[src/rtl/alu_share_arbiter.sv]
// alu_share_arbiter
//
// Shares one combinational RV32 ALU between two requesters. Requester 0 is the
// core execute path, requester 1 the debug/self-test port. Each side has a
// valid/ready request channel and a valid/ready response channel. Arbitration
// is round-robin. Operands are registered onto the ALU for EXEC_CYCLES cycles,
// then the ALU output is captured into the owner's response register.
//
// Parameters:
//   WIDTH        operand/result width
//   EXEC_CYCLES  cycles the operands are held on the ALU before sampling (1..15)
//
// Ports:
//   clk, rst_n                          clock, asynchronous active-low reset
//   reqN_valid/ready/a/b/op             request channel of requester N
//   rspN_valid/ready/result/zero        response channel of requester N
//   alu_srca/srcb/ctrl (out)            registered operands to the shared ALU
//   alu_result/zero (in)                combinational ALU outputs
//   busy                                high whenever the block is not idle
//   owner                               requester currently/last granted

module alu_share_arbiter #(
    parameter int unsigned WIDTH       = 32,
    parameter int unsigned EXEC_CYCLES = 1
) (
    input  logic             clk,
    input  logic             rst_n,

    input  logic             req0_valid,
    output logic             req0_ready,
    input  logic [WIDTH-1:0] req0_a,
    input  logic [WIDTH-1:0] req0_b,
    input  logic [2:0]       req0_op,

    input  logic             req1_valid,
    output logic             req1_ready,
    input  logic [WIDTH-1:0] req1_a,
    input  logic [WIDTH-1:0] req1_b,
    input  logic [2:0]       req1_op,

    output logic             rsp0_valid,
    input  logic             rsp0_ready,
    output logic [WIDTH-1:0] rsp0_result,
    output logic             rsp0_zero,

    output logic             rsp1_valid,
    input  logic             rsp1_ready,
    output logic [WIDTH-1:0] rsp1_result,
    output logic             rsp1_zero,

    output logic [WIDTH-1:0] alu_srca,
    output logic [WIDTH-1:0] alu_srcb,
    output logic [2:0]       alu_ctrl,
    input  logic [WIDTH-1:0] alu_result,
    input  logic             alu_zero,

    output logic             busy,
    output logic             owner
);

    typedef enum logic [1:0] {
        StIdle,
        StExec,
        StResp
    } state_e;

    // Counter is loaded with EXEC_CYCLES-1; sampling happens when it reaches 0.
    localparam logic [3:0] CntInit = 4'(EXEC_CYCLES - 1);

    state_e           state_q, state_d;
    logic             last_grant_q, last_grant_d;
    logic [3:0]       cnt_q, cnt_d;
    logic [WIDTH-1:0] srca_q, srca_d;
    logic [WIDTH-1:0] srcb_q, srcb_d;
    logic [2:0]       ctrl_q, ctrl_d;
    logic             owner_q, owner_d;
    logic [WIDTH-1:0] rsp0_result_q, rsp0_result_d;
    logic             rsp0_zero_q, rsp0_zero_d;
    logic [WIDTH-1:0] rsp1_result_q, rsp1_result_d;
    logic             rsp1_zero_q, rsp1_zero_d;

    logic idle;
    logic grant;

    assign idle = (state_q == StIdle);

    // With both requesting, the side that did not win last time gets the slot.
    always_comb begin
        if (req0_valid && req1_valid) begin
            grant = ~last_grant_q;
        end else begin
            grant = req1_valid;
        end
    end

    assign req0_ready = idle && req0_valid && !grant;
    assign req1_ready = idle && req1_valid && grant;

    always_comb begin
        state_d       = state_q;
        last_grant_d  = last_grant_q;
        cnt_d         = cnt_q;
        srca_d        = srca_q;
        srcb_d        = srcb_q;
        ctrl_d        = ctrl_q;
        owner_d       = owner_q;
        rsp0_result_d = rsp0_result_q;
        rsp0_zero_d   = rsp0_zero_q;
        rsp1_result_d = rsp1_result_q;
        rsp1_zero_d   = rsp1_zero_q;

        unique case (state_q)
            StIdle: begin
                if (req0_ready || req1_ready) begin
                    srca_d       = grant ? req1_a  : req0_a;
                    srcb_d       = grant ? req1_b  : req0_b;
                    ctrl_d       = grant ? req1_op : req0_op;
                    owner_d      = grant;
                    last_grant_d = grant;
                    cnt_d        = CntInit;
                    state_d      = StExec;
                end
            end
            StExec: begin
                if (cnt_q == 4'd0) begin
                    // Zero is taken from the ALU as-is, never recomputed here.
                    if (owner_q) begin
                        rsp1_result_d = alu_result;
                        rsp1_zero_d   = alu_zero;
                    end else begin
                        rsp0_result_d = alu_result;
                        rsp0_zero_d   = alu_zero;
                    end
                    state_d = StResp;
                end else begin
                    cnt_d = cnt_q - 4'd1;
                end
            end
            StResp: begin
                // Only the owner's ready matters; the other side is ignored.
                if (owner_q ? rsp1_ready : rsp0_ready) begin
                    state_d = StIdle;
                end
            end
            default: begin
                state_d = StIdle;
            end
        endcase
    end

    always_ff @(posedge clk or negedge rst_n) begin
        if (!rst_n) begin
            state_q       <= StIdle;
            last_grant_q  <= 1'b1;
            cnt_q         <= 4'd0;
            srca_q        <= '0;
            srcb_q        <= '0;
            ctrl_q        <= 3'd0;
            owner_q       <= 1'b0;
            rsp0_result_q <= '0;
            rsp0_zero_q   <= 1'b0;
            rsp1_result_q <= '0;
            rsp1_zero_q   <= 1'b0;
        end else begin
            state_q       <= state_d;
            last_grant_q  <= last_grant_d;
            cnt_q         <= cnt_d;
            srca_q        <= srca_d;
            srcb_q        <= srcb_d;
            ctrl_q        <= ctrl_d;
            owner_q       <= owner_d;
            rsp0_result_q <= rsp0_result_d;
            rsp0_zero_q   <= rsp0_zero_d;
            rsp1_result_q <= rsp1_result_d;
            rsp1_zero_q   <= rsp1_zero_d;
        end
    end

    assign alu_srca    = srca_q;
    assign alu_srcb    = srcb_q;
    assign alu_ctrl    = ctrl_q;
    assign owner       = owner_q;
    assign busy        = !idle;
    assign rsp0_valid  = (state_q == StResp) && !owner_q;
    assign rsp1_valid  = (state_q == StResp) && owner_q;
    assign rsp0_result = rsp0_result_q;
    assign rsp0_zero   = rsp0_zero_q;
    assign rsp1_result = rsp1_result_q;
    assign rsp1_zero   = rsp1_zero_q;

endmodule

[config.mk]
export PLATFORM = sky130hd
export DESIGN_NAME = alu_share_arbiter
export DESIGN_NICKNAME = d
export VERILOG_FILES = /design/src/rtl/alu_share_arbiter.sv
export SDC_FILE = /design/constraint.sdc
export NUM_CORES = 1
export LEC_CHECK = 0
export ABC_CLOCK_PERIOD_IN_PS = 1900
export CORE_AREA = 2 2 141 129
export CTS_CLUSTER_DIAMETER = 200
export DETAILED_ROUTE_END_ITERATION = 10
export DIE_AREA = 0 0 143 131
export PLACE_DENSITY = 0.8
export SKIP_CTS_REPAIR_TIMING = 1
export SLEW_MARGIN = 20
export SYNTH_ARGS = -nofsm -noshare
export SYNTH_HDL_FRONTEND = slang
export SYNTH_SLANG_ARGS = --single-unit
[constraint.sdc]
create_clock -name clk -period 1.9 [get_ports clk]
set_input_delay 0.38 -clock clk [delete_from_list [all_inputs] [get_ports clk]]
set_output_delay 0.38 -clock clk [all_outputs]
set_load 0.01 [all_outputs]
== After elaboration in Yosys (flattened, before gate mapping) ==
Cells that the tools add are included.
Cells by class
  $add $sub $neg: 1
  eq/ne operators: 6
  mux-type cells: 12
  bitwise operators: 2
  reduce and logical (&&, ||, !) cells: 19
Operators with widths (count)
  2-to-1 mux 32 bit: 2
  AND reduction 3 bit: 4
  2-to-1 mux 4 bit: 2
  case mux 4 bit (2 select lines): 1
  logical AND 1 bit: 7
  2-to-1 mux 2 bit: 3
  inequality test 2 bit (second input constant): 3
  case mux 2 bit (3 select lines): 1
  logical NOT 4 bit: 1
  subtractor 4 x 1 -> 4 bit (second input constant): 1
  logical NOT 1 bit: 3
  2-to-1 mux 3 bit: 1
  equality test 2 x 1 -> 1 bit (second input constant): 1
  equality test 2 bit (second input constant): 1
  logical NOT 2 bit: 1
  2-to-1 mux 1 bit: 2
  inequality test 2 x 1 -> 1 bit (second input constant): 1
  NOT 1 bit: 2
  AND reduction 2 bit: 1
  nonzero test 2 bit: 1
  logical OR 1 bit: 1
Storage, ports and cells
  flip-flop bits (word level): 141
  bits of input ports: 173
  output and inout bits: 139
  word-level logic and storage cells: 51

== Depth between registers and ports, before layout ==
Gate-level depths: netlist of the first run.
  depth in word-level cells: 7
  depth in mapped cells: 7
  depth with buffers taken out: 5

== Worst setup path before layout of the first run ==
No wires, ideal clock.
  path kind: register -> register
  from: register cnt_q[0]
  to: register rsp1_result_q[10] (netlist: rsp1_result[10])
  setup time: 0.125 ns
  arrival time: 1.670 ns
  required time: 1.775 ns
  slack: 0.106 ns
  stages on the path, launching flop included: 8
  buffers on the path: 2
  clock period less this slack: 1.794 ns
  path through: dfrtp_1 > inv_1 > ha_1 > nor3b_2 > and3_1 > buf_4 > buf_6 > mux2_2
On the way
  cells in the longest elaborated chain, start to end: 2
Ends and longest elaborated chain
  start, declared: RTL line 72  | logic [3:0] cnt_q, cnt_d;
  start signal, assigned: RTL line 167  | cnt_q <= cnt_d;
  logical NOT 4 bit: RTL line 125  | if (cnt_q == 4'd0) begin
  AND reduction 3 bit (no line)
  end signal, assigned: RTL line 174  | rsp1_result_q <= rsp1_result_d;
  end, declared: RTL line 79  | logic [WIDTH-1:0] rsp1_result_q, rsp1_result_d;
No other way between the ends.
A chain may end at the register's enable or synchronous reset.

== Worst setup path in the final report of the first run ==
  from: register state_q[0]
  to: output port req0_ready
On the way
  cells in the longest elaborated chain, start to end: 3
Ends and longest elaborated chain
  start, declared: RTL line 70  | state_e state_q, state_d;
  start signal, assigned: RTL line 153  | state_q <= StIdle;
  start signal, assigned: RTL line 165  | state_q <= state_d;
  logical NOT 2 bit: RTL line 85  | assign idle = (state_q == StIdle);
  logical AND 1 bit (2 in series): RTL line 96  | assign req0_ready = idle && req0_valid && !grant;
  end, declared: RTL line 30  | output logic req0_ready,
No other way between the ends.

==> results.md, run 1 <==
* FP Rows at 46
* Synthesized area at 6299 um^2
* Post-DRT Antenna Nets at 0
* Largest family of logic cells by synthesized area: multiplexers
* Top Ports at 312
* R2R cell count at 7
* Area grow syn2layout at 68.81%
* Inserted Clock Buffers at 17
* Total power draw at 16.97 mW
* Ant. Diodes at 0
* Reg2reg end: alu_srca[7]$_DFFE_PN0P_
* Initial antenna violation count at 0
* Number of global-route vias before repair at 5119
* Net count, final at 930
* Crit Path Class: reg -> out
* Leakage power at 4.458 nW
* # clock sinks at 141
* Clk_lat worst skew at 410 ps
* CP endpoint kind: primary output
* Reg-to-reg critical path startpoint: state_q[0]$_DFFE_PN0P_
* DR pass1 iterations at 4
* Clock Tree Buf Depth at 2
* Share of layout cells above drive strength 1 at 37.29%
* Violated checks: negative setup slack
* Max_slew headroom at 75.71%
* Root Buffer Master: clkbuf_16
* Post-Synth Simple-Gate Area at 2.563%
* Max Transition Viols Final at 0
* Final Cycle Share at 103.2%
* Maximum vdd ir drop at 1.012 mV
* Die span in x at 143 um
* CP required at 1520 ps
* Tot GR Track Use at 18.31%
* Drt initial violations at 132
* Mean area per synthesized cell at 15.59 um^2
* Clock Skews at 4.872 ps
* Synth Area in XOR/XNOR at 0%
* Initial Utilization at 36.36%
* Remaining Overflow, GRT at 0
* Number of synthesized flops with an enable pin at 0
* Worst setup SP type: flip-flop
* WL final at 17820 um
* Worst setup margin at -60.28 ps
* Crit path DAT at 1580 ps
* HPWL after detailed placement at 13470 um
* Die Area at 18730 um^2
* Post-synthesis mux area share at 37.03%
* Area share of fa/ha/maj cells after synthesis at 0.3973%
* Count of different cell masters after synthesis at 33
* Syn Inst Count at 404
* GPL Wtd Cong at 0.8471
* Hold crit path type: in -> async
* Reg clk slew, reported paths at 60 ps
* Port bufs at 311
* Final worst path period need at 1960 ps
* Crit Path Max Fanout at 2
* Via Count at 4697
* Slew @ Worst Pin at 364.4 ps
* PD cells at 1596 nW/um^2
* TritonCTS clock tree: built
* Synth Warn # at 0
* Status: finished with violations
* Core Util, Final at 61.38%
* FF-to-FF setup slack at 50 ps
* Per-cell routed wire length at 17.70 um
* Async SR Flop Fraction at 100.0%
* Chip height at 131 um
* Compound-cell area share of the yosys netlist at 1.112%
* Setup violators final at 1
* Sequential share of the synthesized area at 56.04%
* Max-Cap Viols at 0
* Number of H-tree levels at 4
* Largest net degree at the start of global routing at 42
* Global-route wire length before repair at 26250 um
* Syn nets at 579
* DRC Markers at 0
* Endpoints failing hold at 0
* Synth Register Bits at 141
* Most used DFF post-synth: dfrtp_1
* Unrepaired setup endpoints after global routing: true
* Vias per cell at 4.664
* Core area at 17320 um^2
* Fmax at 510.1 MHz
cell families after synthesis:
logic type	after synthesis
compound gates	10
fa+ha+maj	2
buf+inv	25
flops	141
mux	202
simple gates	24
how the worst max path moves through the flow:
| stage | start | end | slack [ps] | cells after the start |
|---|---|---|---|---|
| after CTS | req0_valid | req0_ready | -480 | 4 |
| after detailed placement | req0_valid | req0_ready | -480 | 4 |
| after global placement | req0_valid | req0_ready | -480 | 4 |
| final | state_q[0]$_DFFE_PN0P_ | req0_ready | -60 | 4 |
| after global routing | state_q[0]$_DFFE_PN0P_ | req0_ready | -120 | 4 |
| after floorplan | cnt_q[0]$_DFFE_PN0P_ | rsp1_result[10]$_DFFE_PN0P_ | 110 | 7 |
per-stage QoR:
stage | setup slack (ps) | TNS [ps] | hold WS [ps] | instances | cell area [um^2]
CTS | -483.5 | -1823 | -141.9 | 1002 | 10540
floorplan | 105.6 | 0 | 84.41 | 404 | 6299
global route | -121.2 | -162.3 | 473.0 | 1007 | 10630
detailed placement | -478.1 | -18710 | 306.2 | 971 | 9952
finish | -60.28 | -60.28 | 464.6 | 1007 | 10630
global placement | -483.0 | -16650 | 301.7 | 971 | 9952
Yosys cell counts (all sizes together), types with 2 or more instances:
cell type	number	area, um^2
mux2	200	2312
dfrtp	140	3503
buf	23	172.7
nand2	3	11.26
nand2b	3	18.77
nor2	3	18.77
o211ai	3	22.52
o21ai	3	15.01
ha	2	25.02
inv	2	7.510
mux2i	2	20.02
nand3	2	10.01
nand3b	2	18.77
nor2b	2	12.51
nor3b	2	20.02
per-layer routing:
| metal | up-vias | GRT usage [%] | wire (um) |
|---|---|---|---|
| li1 | 2167 | - | - |
| met1 | 2311 | 18.59 | 6525 |
| met2 | 188 | 34.31 | 9473 |
| met3 | 31 | 6.086 | 1375 |
| met4 | 0 | 8.096 | 448 |
| met5 | - | 0 | 0 |
layout make-up:
cell class              count  area (um^2)
clock inverters            14        157.7
multi-input cells         238         2603
fillers                  1331         6691
flip-flops and latches    141         3530
inverters                   2        7.507
clock buffers              17        425.4
repair buffers            355         3610
well taps                 240        300.3
critical path: stages (launching register included):
cell and delay, ps:
dfrtp_1 380, buf_4 130, or3b_4 360, nor2b_1 140, buf_2 160
cells in the final DEF (no fill, tap or decap), types with 2 or more instances in the layout:
cell and instances:
nand2_1 3, clkinv_4 2, buf_6 3, buf_2 3, bufinv_16 2, o21ai_0 3, buf_4 29, dfrtp_1 140
mux2_2 184, nand3_1 2, mux2_4 16, nand2b_1 3, o211ai_1 3, buf_12 9, mux2i_1 2, clkinvlp_4 2
inv_1 2, nor2b_1 2, dlymetal6s2s_1 2, ha_1 2, inv_6 5, clkdlybuf4s50_1 305, clkbuf_16 20, clkinv_2 2
registers in the layout, summed over array words and instances, names as in the netlist, 2 cells and up:
name,flops
alu_srcb,32
rsp0_result,32
rsp1_result,32
alu_ctrl,3
state_q,2
cnt_q,4
alu_srca,32
power breakdown:
part | leakage [nW] | switching [mW] | total [mW] | internal, mW
registers | 1.66 | 0.833 | 5.40 | 4.57
clock network | 0.283 | 1.34 | 3.29 | 1.95
logic | 2.51 | 3.01 | 8.27 | 5.26
total | 4.46 | 5.19 | 17.0 | 11.8
Power figures use the tool's default switching activity.
==> run 2: changes to the inputs <==
Settings changed: MAX_ROUTING_LAYER set to met4.
==> results.md, run 2 (synthesis results as in run 1) <==
* Hold crit path type: in -> async (unchanged)
* Max_slew headroom at 75.55% (was 75.71%)
* Max Transition Viols Final at 0 (unchanged)
* Gr busiest metal: met2 (unchanged)
* Via Count at 4688 (was 4697)
* HPWL after detailed placement at 13470 um (unchanged)
* Slew @ Worst Pin at 366.8 ps (was 364.4 ps)
* Reg clk slew, reported paths at 60 ps (about the same)
* Crit path DAT at 1580 ps (about the same)
* Part of the power in combinational logic at 48.8% (about the same)
* Internal at 11.78 mW (about the same)
* Reg2reg end: alu_srca[7]$_DFFE_PN0P_ (unchanged)
* Inserted Clock Buffers at 17 (unchanged)
* Setup violators final at 1 (unchanged)
* Endpoints failing hold at 0 (unchanged)
* Number of global-route vias before repair at 5129 (was 5119)
* Reg-to-reg critical path startpoint: state_q[0]$_DFFE_PN0P_ (unchanged)
* Final Cycle Share at 103.3% (was 103.2%)
* Clock network power share at 19.4% (about the same)
* Core Util, Final at 61.38% (unchanged)
* Maximum vdd ir drop at 1.011 mV (was 1.012 mV)
* Fmax at 509.7 MHz (was 510.1 MHz)
* Global routing usage on met2 at 34.25% (was 34.31%)
* FF-to-FF setup slack at 40 ps (was 50 ps)
* Initial Utilization at 36.36% (unchanged)
* Chip height at 131 um (unchanged)
* Remaining Overflow, GRT at 0 (unchanged)
* Unrepaired setup endpoints after global routing: true (unchanged)
* Port bufs at 311 (unchanged)
* CP endpoint kind: primary output (unchanged)
* Die span in x at 143 um (unchanged)
* CP endpoint: req0_ready (unchanged)
* Largest net degree at the start of global routing at 42 (unchanged)
* Post-DRT Antenna Nets at 0 (unchanged)
* Worst setup SP type: flip-flop (unchanged)
* Number of H-tree levels at 4 (unchanged)
* Vias per cell at 4.655 (was 4.664)
* Tot GR Track Use at 18.88% (was 18.31%)
* Final non-filler cell total at 1007 (unchanged)
* Clock Tree Buf Depth at 2 (unchanged)
* Crit Path Max Fanout at 2 (unchanged)
* Violated checks: negative setup slack (unchanged)
* Root Buffer Master: clkbuf_16 (unchanged)
* TritonCTS clock tree: built (unchanged)
* Launch point of the worst path: state_q[0]$_DFFE_PN0P_ (unchanged)
* GPL Wtd Cong at 0.8605 (was 0.8471)
* Commonest cells after routing, fill and taps aside: clkdlybuf4s50_1, mux2_2, dfrtp_1, buf_4, clkbuf_16 (unchanged)
* Drt initial violations at 138 (was 132)
* Worst stage delay on the critical path at 380 ps (about the same)
* Status: finished with violations (unchanged)
* DR pass1 iterations at 4 (unchanged)
* WL final at 17830 um (was 17820 um)
* Clk_lat worst skew at 410 ps (about the same)
* Slowest CP cell: dfrtp_1 (unchanged)
* M1 GR Usage at 19.18% (was 18.59%)
* Initial antenna violation count at 0 (unchanged)
* # clock sinks at 141 (unchanged)
* Area grow syn2layout at 68.81% (unchanged)
* Ant. Diodes at 0 (unchanged)
* FP Rows at 46 (unchanged)
* Final worst path period need at 1962 ps (was 1960 ps)
* Top Ports at 312 (unchanged)
* Die Area at 18730 um^2 (unchanged)
* Sequential Power Share at 31.8% (about the same)
* GRT met3 Usage at 5.248% (was 6.086%)
* Switch Pwr at 5.189 mW (was 5.187 mW)
* CP required at 1520 ps (about the same)
* Crit Path Class: reg -> out (unchanged)
* R2R cell count at 7 (unchanged)
* Post-Place Cells at 971 (unchanged)
* Net count, final at 930 (unchanged)
* Global-route wire length before repair at 26190 um (was 26250 um)
* DRC Markers at 0 (unchanged)
* Share of layout cells above drive strength 1 at 37.29% (unchanged)
* Leakage power at 4.458 nW (unchanged)
* Max-Cap Viols at 0 (unchanged)
* Clock Skews at 4.694 ps (was 4.872 ps)
* Per-cell routed wire length at 17.71 um (was 17.70 um)
* Worst setup margin at -62.09 ps (was -60.28 ps)
* Cell chain of the critical path: buf_4 > or3b_4 > nor2b_1 > buf_2 (unchanged)
* Switching Share at 30.58% (was 30.57%)
* Most common cell after layout, fill and taps aside: clkdlybuf4s50_1 (unchanged)
* WP buf/inv at 2 (unchanged)
* CP top delay family: simple AND/OR/NAND/NOR gates (unchanged)
* WP depth at 4 (unchanged)
* PD cells at 1596 nW/um^2 (about the same)
* Core area at 17320 um^2 (unchanged)
[run 2: power groups by stage]
stage	Combinational [mW]	Clock [mW]	Sequential (mW)
CTS	8.20	3.37	5.43
global route	8.77	3.50	5.61
global placement	7.97	0	5.35
finish	8.28	3.29	5.40
detailed placement	8.16	0	5.45
floorplan	2.95	0	6.06
[run 2: per-layer routing]
layer | wire (um) | vias up
met3 | 1223 | 30
li1 | - | 2164
met1 | 6688 | 2307
met5 | 0 | -
met4 | 447 | 0
met2 | 9471 | 187
[run 2: how the worst min path moves through the flow]
stage / start / endpoint / slack (ps) / cells after the start
detailed placement: rst_n / alu_srca[12]$_DFFE_PN0P_ / 310 / 1
CTS: rst_n / alu_srca[14]$_DFFE_PN0P_ / -140 / 1
finish: rst_n / alu_srca[12]$_DFFE_PN0P_ / 470 / 2
global placement: rst_n / alu_srca[12]$_DFFE_PN0P_ / 300 / 1
global route: rst_n / alu_srca[15]$_DFFE_PN0P_ / 470 / 2
floorplan: rst_n / alu_ctrl[0]$_DFFE_PN0P_ / 80 / 0
[run 2: final cells by class]
| class | count | area (um^2) |
|---|---|---|
| fillers | 1331 | 6691 |
| repair buffers | 355 | 3610 |
| flip-flops and latches | 141 | 3530 |
| multi-input cells | 238 | 2603 |
| clock buffers | 17 | 425.4 |
| well taps | 240 | 300.3 |
| clock inverters | 14 | 157.7 |
| inverters | 2 | 7.507 |
[run 2: worst reg2reg max path: stages (launching register included)]
cell and delay [ps]:
dfrtp_1 380, buf_4 150, or2_4 260, buf_6 140, nor2_4 150, buf_12 170
clkbuf_16 170, mux2_2 340
[run 2: through the flow]
| stage | worst slack [ps] | power, mW | setup TNS [ps] | instance area, um^2 | hold slack (ps) |
|---|---|---|---|---|---|
| after detailed placement | -478.1 | 13.61 | -18710 | 9952 | 306.2 |
| after floorplan | 105.6 | 9.014 | 0 | 6299 | 84.41 |
| after global placement | -483.0 | 13.31 | -16650 | 9952 | 301.7 |
| after CTS | -483.5 | 17.00 | -1823 | 10540 | -141.9 |
| final | -62.09 | 16.97 | -62.09 | 10630 | 466.5 |
| after global routing | -121.2 | 17.88 | -167.9 | 10630 | 473.0 |
==> run 3: changes to the inputs <==
Settings changed: ABC_CLOCK_PERIOD_IN_PS 1900 to 2000, CORE_AREA 2 2 141 129 to 2 2 134 123, DIE_AREA 0 0 143 131 to 0 0 136 125, PLACE_DENSITY 0.8 to 0.83.
Clock period 1.9 ns to 2 ns, I/O delays scaled along.
==> results.md, run 3 (synthesis results as in run 1) <==
* Status: completed (was finished with violations)
* Internal at 11.05 mW (was 11.78 mW)
* Cell chain of the critical path: clkdlybuf4s50_1 > buf_4 > a21bo_4 > nor2_1 > dlymetal6s2s_1 (was buf_4 > or3b_4 > nor2b_1 > buf_2)
* HPWL after detailed placement at 12900 um (was 13470 um)
* Total power draw at 15.80 mW (was 16.97 mW)
* Clock network power share at 20.5% (was 19.4%)
* Top Ports at 312 (unchanged)
* Post-DRT Antenna Nets at 0 (unchanged)
* CP endpoint kind: primary output (unchanged)
* Max Transition Viols Final at 0 (unchanged)
* Worst setup SP type: input port (was flip-flop)
* Cell Area, Placed at 9738 um^2 (was 9952 um^2)
* Drt initial violations at 72 (was 138)
* Sequential Power Share at 32.5% (was 31.8%)
* DRC Markers at 0 (unchanged)
* Global-route wire length before repair at 26550 um (was 26190 um)
* Crit path DAT at 1550 ps (was 1580 ps)
* Die span in x at 136 um (was 143 um)
* PD cells at 1523 nW/um^2 (was 1596 nW/um^2)
* Leakage power at 4.344 nW (was 4.458 nW)
* Reg clk slew, reported paths at 70 ps (was 60 ps)
* Number of global-route vias before repair at 5140 (was 5129)
* Hold crit path type: in -> async (unchanged)
* Endpoints failing hold at 0 (unchanged)
* Largest net degree at the start of global routing at 57 (was 42)
* Per-cell routed wire length at 17.84 um (was 17.71 um)
* Area grow syn2layout at 64.68% (was 68.81%)
* Via Count at 4644 (was 4688)
* Part of the power in combinational logic at 47.0% (was 48.8%)
* Post-Place Cells at 920 (was 971)
* Design Area, Final at 10370 um^2 (was 10630 um^2)
* Remaining Overflow, GRT at 0 (unchanged)
* Commonest cells after routing, fill and taps aside: clkdlybuf4s50_1, mux2_2, dfrtp_1, clkbuf_16, mux2_4 (was clkdlybuf4s50_1, mux2_2, dfrtp_1, buf_4, clkbuf_16)
* Final Cycle Share at 97.28%
* Slowest CP cell: clkdlybuf4s50_1 (was dfrtp_1)
* Crit Path Class: in -> out (was reg -> out)
* WP buf/inv at 3 (was 2)
* Share of layout cells above drive strength 1 at 34.99% (was 37.29%)
* FP Rows at 44 (was 46)
* Core area at 15750 um^2 (was 17320 um^2)
* Inserted Clock Buffers at 17 (unchanged)
* Switching Share at 30.06% (was 30.58%)
* TritonCTS clock tree: built (unchanged)
* Initial Utilization at 40.00% (was 36.36%)
* Maximum vdd ir drop at 0.8666 mV (was 1.011 mV)
* Clk_lat worst skew at 420 ps (was 410 ps)
* CP top delay family: buffers and inverters (was simple AND/OR/NAND/NOR gates)
* GPL Wtd Cong at 0.8000 (was 0.8605)
* Root Buffer Master: clkbuf_16 (unchanged)
* Initial antenna violation count at 1 (was 0)
* Max_slew headroom at 74.06% (was 75.55%)
* DR pass1 iterations at 4 (unchanged)
* Slew @ Worst Pin at 389.1 ps (was 366.8 ps)
* Net count, final at 908 (was 930)
* Number of H-tree levels at 4 (unchanged)
* WL final at 17020 um (was 17830 um)
* Vias per cell at 4.868 (was 4.655)
* Clock Tree Buf Depth at 2 (unchanged)
* Clock Skews at 17.04 ps (was 4.694 ps)
* Unrepaired setup endpoints after global routing: false (was true)
* # clock sinks at 141 (unchanged)
* Setup tns final at 0 ps (was -62.09 ps)
* Filler cells at 1193 (was 1331)
* Chip height at 125 um (was 131 um)
* Die Area at 17000 um^2 (was 18730 um^2)
* Most common cell after layout, fill and taps aside: clkdlybuf4s50_1 (unchanged)
* Final worst path period need at 1946 ps
* Port bufs at 311 (unchanged)
* Setup violators final at 0 (was 1)
* CP required at 1600 ps (was 1520 ps)
* Fmax at 514.0 MHz
* Max-Cap Viols at 0 (unchanged)
* Worst stage delay on the critical path at 420 ps (was 380 ps)
* Core Util, Final at 65.88% (was 61.38%)
* Final non-filler cell total at 954 (was 1007)
* Tot GR Track Use at 20.91% (was 18.88%)
* Crit Path Max Fanout at 3 (was 2)
* Switch Pwr at 4.749 mW (was 5.189 mW)
==> run 3: changes by cell type in the layout (fill, tap and decap cells not counted), moves of 2 or more <==
| cell | before | now |
|---|---|---|
| clkbuf_16 | 20 | 17 |
| buf_12 | 9 | 6 |
| buf_4 | 29 | 15 |
| inv_6 | 5 | 2 |
| clkinvlp_4 | 2 | 4 |
| dlymetal6s2s_1 | 2 | 4 |
| buf_2 | 3 | 1 |
| buf_6 | 3 | 1 |
| clkbuf_8 | 0 | 2 |
==> run 3: metrics by stage <==
step	setup slack (ps)	hold slack (ps)
floorplan	205.7	104.4
detailed placement	-424.1	336.7
global placement	-417.6	331.3
CTS	-434.7	-118.0
finish	54.43	458.7
global route	4.025	494.9
==> run 3: final cells by class <==
class	instances	area, um^2	area share (%)
antenna	1	2.502	0.02413
timing repair buffer	333	3362	32.41
sequential	141	3530	34.03
inverter	2	7.507	0.07238
clock buffer	19	452.9	4.367
clock inverter	13	161.4	1.556
tap	207	259.0	2.497
multi-input combinational	238	2597	25.04
==> run 3: power by group through the flow <==
| stage | clock, mW | sequential [mW] | combinational [mW] |
|---|---|---|---|
| global placement | 0 | 5.07 | 7.31 |
| global route | 3.43 | 5.33 | 7.88 |
| detailed placement | 0 | 5.19 | 7.49 |
| finish | 3.23 | 5.14 | 7.43 |
| CTS | 3.32 | 5.16 | 7.55 |
| floorplan | 0 | 5.76 | 2.81 |
==> run 3: per-layer routing <==
layer,part of all wire (%),vias up,track usage [%]
li1,-,2124,-
met1,37,2329,21.91
met3,7.5,19,6.285
met5,0,-,-
met4,1.5,0,6.679
met2,54,172,37.30
==> run 3: worst paths after layout <==
kind	startpoint	endpoint	slack (ps)	cells past startpoint
setup / recovery	req0_valid	req1_ready	50	5
hold / removal	rst_n	rsp0_result[9]$_DFFE_PN0P_	460	2
setup reg to reg	last_grant_q$_DFFE_PN1P_	alu_srca[5]$_DFFE_PN0P_	180	5
hold reg to reg	alu_srcb[13]$_DFFE_PN0P_	alu_srcb[13]$_DFFE_PN0P_	500	1
max in group asynchronous	rst_n	alu_srca[3]$_DFFE_PN0P_	900	3
min in group clk	alu_srcb[13]$_DFFE_PN0P_	alu_srcb[13]$_DFFE_PN0P_	500	1
